File: src/rtl/alu_mul_sequencer_if.sv
// Bundle between microcode/issue logic and the multiply sequencer,
// plus the shared ALU control/operand/result buses.
interface alu_mul_sequencer_if;
  // multiply request / response
  logic        start;
  logic        op_signed;
  logic [31:0] mcand;
  logic [31:0] mpr;
  logic        busy;
  logic        done;
  logic [63:0] prod;
  // microcode ALU request
  logic        uc_req;
  logic        uc_stall;
  logic [3:0]  uc_aluf;
  logic        uc_alumode;
  logic        uc_cin0;
  logic [31:0] uc_m;
  logic [31:0] uc_a;
  // ALU side
  logic [3:0]  alu_aluf;
  logic        alu_alumode;
  logic        alu_cin0;
  logic [31:0] alu_m;
  logic [31:0] alu_a;
  logic [32:0] alu;

  modport master (
    output start, op_signed, mcand, mpr,
    output uc_req, uc_aluf, uc_alumode,
    output uc_cin0, uc_m, uc_a,
    output alu,
    input  busy, done, prod, uc_stall,
    input  alu_aluf, alu_alumode, alu_cin0,
    input  alu_m, alu_a
  );

  modport slave (
    input  start, op_signed, mcand, mpr,
    input  uc_req, uc_aluf, uc_alumode,
    input  uc_cin0, uc_m, uc_a,
    input  alu,
    output busy, done, prod, uc_stall,
    output alu_aluf, alu_alumode, alu_cin0,
    output alu_m, alu_a
  );
endinterface

File: src/rtl/alu_mul_sequencer.sv
// Shift-and-add multiply sequencer sharing the 32-bit '181 ALU with microcode.
// Ports: clk, reset (sync, active-high), bus (alu_mul_sequencer_if.slave).
// Optional: define ALU_MUL_SIGNED_EN to honour op_signed (signed x signed).
module alu_mul_sequencer #(
  parameter int N_STEPS = 32,
  parameter int CNT_W   = 6
) (
  input logic               clk,
  input logic               reset,
  alu_mul_sequencer_if.slave bus
);

  typedef enum logic [1:0] {
    S_IDLE,
    S_LOAD,
    S_STEP,
    S_DONE
  } state_t;

  localparam logic [CNT_W-1:0] LAST =
    CNT_W'(N_STEPS - 1);

  state_t           r_state;
  state_t           w_next;
  logic [31:0]      r_acc;
  logic [31:0]      r_q;
  logic [31:0]      r_mc;
  logic [CNT_W-1:0] r_cnt;
  logic [63:0]      r_prod;

  logic             w_last;
  logic             w_sub;
  logic             w_carry;
  logic             w_t;
  logic [63:0]      w_shift;

`ifdef ALU_MUL_SIGNED_EN
  logic             r_sgn;
  // final step of a signed op weights the
  // multiplier sign bit negatively
  assign w_sub = r_sgn & w_last & r_q[0];
  assign w_t   = r_sgn ? bus.alu[32] : w_carry;
`else
  assign w_sub = 1'b0;
  assign w_t   = w_carry;
`endif

  assign w_last = (r_cnt == LAST);

  // recover the true carry out of bit 31;
  // a pass step can never carry
  assign w_carry = r_q[0] &
    (bus.alu[32] ^ r_acc[31] ^ r_mc[31]);

  assign w_shift = {w_t, bus.alu[31:0], r_q[31:1]};

  assign bus.busy     = (r_state != S_IDLE);
  assign bus.done     = (r_state == S_DONE);
  assign bus.uc_stall = bus.uc_req & bus.busy;
  assign bus.prod     = r_prod;

  always_comb begin
    w_next          = r_state;
    bus.alu_aluf    = 4'b1111;
    bus.alu_alumode = 1'b1;
    bus.alu_cin0    = 1'b0;
    bus.alu_m       = r_acc;
    bus.alu_a       = r_mc;
    unique case (r_state)
      S_IDLE: begin
        bus.alu_aluf    = bus.uc_aluf;
        bus.alu_alumode = bus.uc_alumode;
        bus.alu_cin0    = bus.uc_cin0;
        bus.alu_m       = bus.uc_m;
        bus.alu_a       = bus.uc_a;
        if (bus.start)
          w_next = S_LOAD;
      end
      S_LOAD: w_next = S_STEP;
      S_STEP: begin
        if (w_sub) begin
          bus.alu_aluf    = 4'b0110;
          bus.alu_alumode = 1'b0;
          bus.alu_cin0    = 1'b1;
        end else if (r_q[0]) begin
          bus.alu_aluf    = 4'b1001;
          bus.alu_alumode = 1'b0;
        end
        if (w_last)
          w_next = S_DONE;
      end
      S_DONE: w_next = S_IDLE;
      default: w_next = S_IDLE;
    endcase
  end

  always_ff @(posedge clk) begin
    if (reset) begin
      r_state <= S_IDLE;
      r_acc   <= '0;
      r_q     <= '0;
      r_mc    <= '0;
      r_cnt   <= '0;
      r_prod  <= '0;
`ifdef ALU_MUL_SIGNED_EN
      r_sgn   <= 1'b0;
`endif
    end else begin
      r_state <= w_next;
      // operands latched at the accept edge
      if (r_state == S_IDLE && bus.start) begin
        r_acc <= '0;
        r_q   <= bus.mpr;
        r_mc  <= bus.mcand;
        r_cnt <= '0;
`ifdef ALU_MUL_SIGNED_EN
        r_sgn <= bus.op_signed;
`endif
      end
      if (r_state == S_STEP) begin
        {r_acc, r_q} <= w_shift;
        r_cnt        <= r_cnt + CNT_W'(1);
        // product visible during the done cycle
        if (w_last)
          r_prod <= w_shift;
      end
      if (r_state == S_DONE)
        r_prod <= {r_acc, r_q};
    end
  end

endmodule
File: src/flat_wrapper.sv
// flat-port wrapper written by rule: the top's interface ports become plain ports
module alu_mul_sequencer_flat 
#(
  parameter int N_STEPS = 32,
  parameter int CNT_W   = 6
)
  (clk, reset, bus_start, bus_op_signed, bus_mcand, bus_mpr, bus_uc_req, bus_uc_aluf, bus_uc_alumode, bus_uc_cin0, bus_uc_m, bus_uc_a, bus_alu, bus_busy, bus_done, bus_prod, bus_uc_stall, bus_alu_aluf, bus_alu_alumode, bus_alu_cin0, bus_alu_m, bus_alu_a);
  alu_mul_sequencer_if bus_i ();
  input logic clk;
  input logic reset;
  input wire logic [$bits(bus_i.start)-1:0] bus_start;
  input wire logic [$bits(bus_i.op_signed)-1:0] bus_op_signed;
  input wire logic [$bits(bus_i.mcand)-1:0] bus_mcand;
  input wire logic [$bits(bus_i.mpr)-1:0] bus_mpr;
  input wire logic [$bits(bus_i.uc_req)-1:0] bus_uc_req;
  input wire logic [$bits(bus_i.uc_aluf)-1:0] bus_uc_aluf;
  input wire logic [$bits(bus_i.uc_alumode)-1:0] bus_uc_alumode;
  input wire logic [$bits(bus_i.uc_cin0)-1:0] bus_uc_cin0;
  input wire logic [$bits(bus_i.uc_m)-1:0] bus_uc_m;
  input wire logic [$bits(bus_i.uc_a)-1:0] bus_uc_a;
  input wire logic [$bits(bus_i.alu)-1:0] bus_alu;
  output wire logic [$bits(bus_i.busy)-1:0] bus_busy;
  output wire logic [$bits(bus_i.done)-1:0] bus_done;
  output wire logic [$bits(bus_i.prod)-1:0] bus_prod;
  output wire logic [$bits(bus_i.uc_stall)-1:0] bus_uc_stall;
  output wire logic [$bits(bus_i.alu_aluf)-1:0] bus_alu_aluf;
  output wire logic [$bits(bus_i.alu_alumode)-1:0] bus_alu_alumode;
  output wire logic [$bits(bus_i.alu_cin0)-1:0] bus_alu_cin0;
  output wire logic [$bits(bus_i.alu_m)-1:0] bus_alu_m;
  output wire logic [$bits(bus_i.alu_a)-1:0] bus_alu_a;
  assign bus_i.start = bus_start;
  assign bus_i.op_signed = bus_op_signed;
  assign bus_i.mcand = bus_mcand;
  assign bus_i.mpr = bus_mpr;
  assign bus_i.uc_req = bus_uc_req;
  assign bus_i.uc_aluf = bus_uc_aluf;
  assign bus_i.uc_alumode = bus_uc_alumode;
  assign bus_i.uc_cin0 = bus_uc_cin0;
  assign bus_i.uc_m = bus_uc_m;
  assign bus_i.uc_a = bus_uc_a;
  assign bus_i.alu = bus_alu;
  assign bus_busy = bus_i.busy;
  assign bus_done = bus_i.done;
  assign bus_prod = bus_i.prod;
  assign bus_uc_stall = bus_i.uc_stall;
  assign bus_alu_aluf = bus_i.alu_aluf;
  assign bus_alu_alumode = bus_i.alu_alumode;
  assign bus_alu_cin0 = bus_i.alu_cin0;
  assign bus_alu_m = bus_i.alu_m;
  assign bus_alu_a = bus_i.alu_a;
  alu_mul_sequencer #(.N_STEPS(N_STEPS), .CNT_W(CNT_W)) u_core (.clk(clk), .reset(reset), .bus(bus_i));
endmodule
File: config.mk
export PLATFORM = sky130hd
export DESIGN_NAME = alu_mul_sequencer_flat
export DESIGN_NICKNAME = d
export VERILOG_FILES = /design/src/rtl/alu_mul_sequencer_if.sv /design/src/rtl/alu_mul_sequencer.sv /design/src/flat_wrapper.sv
export SDC_FILE = /design/constraint.sdc
export NUM_CORES = 1
export LEC_CHECK = 0
export BUFFER_PORTS_ARGS = -buffer_cell sky130_fd_sc_hd__buf_4
export CORE_UTILIZATION = 37
export DETAILED_ROUTE_END_ITERATION = 12
export GPL_TIMING_DRIVEN = 0
export HOLD_SLACK_MARGIN = 0.02
export PLACE_DENSITY_LB_ADDON = 0.15
export SLEW_MARGIN = 15
export SYNTH_ARGS = -nofsm -noshare
export SYNTH_HDL_FRONTEND = slang
export SYNTH_SLANG_ARGS = --single-unit
File: constraint.sdc
create_clock -name clk -period 2.8 [get_ports clk]
set_clock_uncertainty 0.2 [all_clocks]
set_input_delay 0.14 -clock clk [delete_from_list [all_inputs] [get_ports clk]]
set_output_delay 0.14 -clock clk [all_outputs]
set_load 0.02 [all_outputs]
# After elaboration in Yosys (flattened, before gate mapping)
# Index checks and enable logic that the tools add are counted.
# classes
addsub	1
n_eq_ne	6
n_mux	19
bitwise	4
n_reduce_logical	8
# ops
cell	n
two-way mux 32 bit	6
two-way mux 64 bit	3
two-way mux 6 bit	2
case mux 2 bit (4 select lines)	1
case mux 4 bit (2 select lines)	1
nonzero test 2 bit	4
adder 6 x 1 -> 6 bit, second input constant	1
== test 6 x 5 -> 1 bit, second input constant	1
== test 2 bit, second input constant	2
two-way mux 2 bit	2
AND reduction 2 bit	2
two-way mux 3 bit	1
bitwise AND 1 bit	2
== test 2 x 1 -> 1 bit, second input constant	1
zero test 2 bit	1
two-way mux 1 bit	2
inequality test 2 x 1 -> 1 bit, second input constant	1
inequality test 2 bit, second input constant	1
case mux 1 bit (2 select lines)	1
XOR 1 bit	2
logical AND 1 bit	1
# word_totals
ff_bits	168
inputBits	172
word_cells	44

# Depth between registers and ports, before layout
# logic_depth
depth_word	6
depth_mapped	9
depth_no_buf	6

# Worst setup path before layout
# Ideal clock, no wire load.
# synth_path
path_type	register -> output
startpoint	reg u_core.r_state[0]
endpoint	out bus_alu_m[0]
arrival_ns	1.602
t_required_ns	2.460
path_slack_ns	0.858
stages_incl_launch_ff	7
n_path_buf	3
path_cell_list	dfxtp_1 -> inv_1 -> ha_1 -> clkbuf_1 -> buf_2 -> buf_1 -> o21ai_0
# synth_between
elab_chain_len	2
# synth_rtl
item	line_no	rtl
start: declaration	alu_mul_sequencer.sv:23	state_t r_state;
start signal: assignment	alu_mul_sequencer.sv:109	r_state <= w_next;
zero test 2 bit	alu_mul_sequencer.sv:69	unique case (r_state)
two-way mux 32 bit	alu_mul_sequencer.sv:69	
end: declaration	flat_wrapper.sv:29	output wire logic [$bits(bus_i.alu_m)-1:0] bus_alu_m;
# Every way passes these cells.

# Worst setup path after layout
# layout_path
startpoint	reg u_core.r_state[0]
endpoint	out bus_alu_a[28]
# layout_between
elab_chain_len	2
# layout_rtl
item	line_no	rtl
zero test 2 bit	alu_mul_sequencer.sv:69	
two-way mux 32 bit	alu_mul_sequencer.sv:69	
end: declaration	flat_wrapper.sv:30	output wire logic [$bits(bus_i.alu_a)-1:0] bus_alu_a;
# Every way passes these cells.

==> results_dict.tcl <==
set metrics [dict create \
    timing_worst_slew_pin_value_ns 0.839 \
    post-route-drc-count 0 \
    final_common_cell "buf_4" \
    yosys.area.top_type "dfxtp_1" \
    max_clock_freq_ghz 0.379 \
    power_switching_w 0.00492 \
    clkTransAtPathRegs_ns 0.07 \
    timing_max_transition_violations_final 0 \
    antenna_found_initial 0 \
    total_power_w 0.0116 \
    chipWidth_um 154 \
    maxCapViolCount 0 \
    ios 309 \
    ys_seq_area_share_pct 39.1 \
    setup_total_negative_slack_ns 0 \
    synth.lib_cells_used.distinct 38 \
    row_count 55 \
    postSynthRegisterBits 168 \
    startpoint_type "flip-flop" \
    dieArea_um2 23800 \
    total_grt_overflow 0 \
    detail_route.first_pass.iterations 6 \
    synthesized_cell_area_um2 8590 \
    worst_ep_arrival_time_ns 2.30 \
    layout.nets 1561 \
    postCtsSetupRepairBufs 0 \
    vias_in_the_first_global_route 8389 \
    io_buffer_count 306 \
    cellLeakagePower_nw 5.09 \
    cts_num_sinks 168 \
    worst_path_largest_cell_delay_ns 0.36 \
    setup_viol_count_final 0 \
    grt_first_pass_wirelength_um 45000 \
    yosysTopAreaCellShare_pct 39.1 \
    syn_inst 966 \
    share_clk_of_total_power_pct 19.8 \
    slew_headroom_pct 44.1 \
    critPathMaxFanout 10 \
    layout-area-overhead-vs-synth_pct 48.6 \
    die_h_um 154 \
    power_switching_share_pct 42.6 \
    crit_path_end_kind "output pin" \
    total_via_count_in_the_routed_design 8597 \
    vias_per_cell 5.11 \
    ir_drop_mv 0.527 \
    drive_above_1_share_pct 37.6 \
    cts-buffers-inserted 17 \
    floorplan.initialDensity_pct 37.8 \
    p_int_w 0.00664 \
    post-route-period-util_pct 94.1 \
    grt_start_max_net_pins 17 \
    cts.htree.levels 4 \
    powerDensity_nw_per_um2 906 \
    share_seq_of_total_power_pct 28.7 \
    cts-root-buf "clkbuf_16" \
    outcome "complete, no violations" \
    mappedNetlistNets 1142 \
    grt_util_all_layers_pct 24.1 \
    clock_tree_from_tritoncts "done" \
    synth-async-reset-ratio_pct 0 \
    min-delay-path-class "in -> reg" \
    worst_path_max_delay_cell "ha_2" \
    postSynthAreaPerCell_um2 8.89 \
    wl_per_cell_um 17.5 \
    clock_path_buffers 2 \
    primary_flip_flop_cell_chosen_by_synthesis_mapping "dfxtp_1" \
    combinational_power_share_pct 51.6 \
    timing.setup.critical_path_class "reg -> out" \
    fp.coreArea_um2 22700 \
    clk_latency_ns 0.43 \
    yosysWarningCount 0 \
    most-common-layout-cells "buf_4 (308), dfxtp_1 (168), nand2_1 (134)" \
    ant_nets 0 \
    wirelength_um 29400 \
    cp_cell_sequence "inv_1 -> ha_2 -> clkbuf_4 -> buf_4 -> mux2_2 -> buf_4" \
    rsz_0062_raised_after_global_routing "false" \
    synth_enable_flop_cells 0 \
    yosys-top-cells-area "dfxtp_1 (39%), a2111oi_2 (11%), nor3_2 (6.9%)" \
    dr.first_iter.drc_count 448 \
    antenna_cells 0 \
    final_hold_viol_count 0 \
    finalWorstPathRequiredPeriod_ns 2.64 \
    cp.required_ns 2.46 \
    worst_path_most_repeated_cell "buf_4" \
    hpwl_after_detailed_placement_um 21500 \
    gp_routability_congestion 0.825 \
]
==> layout make-up <==
cell class / instances / area (um^2)
Buffer: 99 / 523
Clock buffer: 20 / 447
Clock inverter: 12 / 118
Fill cell: 2114 / 9940
Inverter: 68 / 255
Multi-Input combinational cell: 630 / 4460
Sequential cell: 168 / 3360
Tap cell: 285 / 357
Timing Repair Buffer: 401 / 3250
==> kinds of logic after synthesis <==
group                    share of synthesized area [%]
AND/OR/NAND/NOR                                   23.1
AO/OA/AOI/OAI                                     23.4
buffers and inverters                             8.97
flip-flops                                        39.1
multiplexers                                      4.56
adder cells (fa/ha/maj)                          0.583
XOR/XNOR                                         0.262
==> registers in the layout, summed over array words and instances, names as in the netlist <==
name and count:
u_core.r_acc 32, u_core.r_mc 32, u_core.bus.prod 64, u_core.r_state 2, u_core.r_cnt 6, u_core.r_q 32
==> metal layers <==
layer / GRT usage [%] / wire [um]
met5: 0 / 0
met4: 6.55 / 422
met3: 3.31 / 1330
met2: 41.9 / 14500
met1: 31.1 / 13200
==> cell usage after synthesis, types with 18 or more instances <==
cell type,instances
a211oi_1,63
nand2_1,134
o21ai_0,33
a2111oi_2,62
nor3_2,59
inv_1,68
nor3_1,68
buf_2,18
and3_1,31
mux2_2,33
dfxtp_1,168
a21oi_1,71
or3_1,34
clkbuf_1,68
==> repair_timing <==
| item | 4_1_cts | 5_1_grt |
|---|---|---|
| setup endpoints to repair | 71 | 23 |
| gates resized for setup | 4 | 7 |
| hold buffers | 95 | 0 |
| endpoints found under the hold margin | 130 | 0 |
==> power by group through the flow <==
| stage | clock network [W] | registers, W | logic, W |
|---|---|---|---|
| global placement | 0 | 0.00335 | 0.00578 |
| floorplan | 0 | 0.00346 | 0.00353 |
| global route | 0.00242 | 0.00337 | 0.00645 |
| finish | 0.00229 | 0.00332 | 0.00596 |
| CTS | 0.00232 | 0.00331 | 0.00598 |
| detailed placement | 0 | 0.00335 | 0.00583 |
==> path summary, 6_finish.rpt <==
check / from / endpoint / slack (ns) / cells after the start
worst max-delay path: u_core.r_state[0] / bus_alu_a[28] / 0.16 / 6
worst min-delay path: bus_mpr[5] / u_core.r_q[5] / 0.04 / 4
worst max register to register: u_core.r_state[0] / u_core.r_q[31] / 0.20 / 8
worst min register to register: u_core.r_mc[12] / u_core.r_mc[12] / 0.26 / 2
==> worst max-delay path, delay by kind of cell (launching register included) <==
family | cells | cell delay, ns
fa+ha+maj | 1 | 0.36
buf+inv | 4 | 0.81
flops | 1 | 0.33
mux | 1 | 0.36
==> metrics by stage <==
step	hold WS [ns]	setup slack (ns)	util, %	std cells	instance area, um^2
2_1_floorplan	0.0760	0.858	-	966	8590
3_3_place_gp	0.186	0.0967	49.5	1557	11200
3_5_place_dp	0.195	0.0406	49.5	1557	11200
4_1_cts	0.0215	0.0281	56.2	1683	12800
5_1_grt	0.0604	0.0169	56.2	1683	12800
6_report	0.0379	0.164	56.2	1683	12800
(Power assumes the default switching activity.)
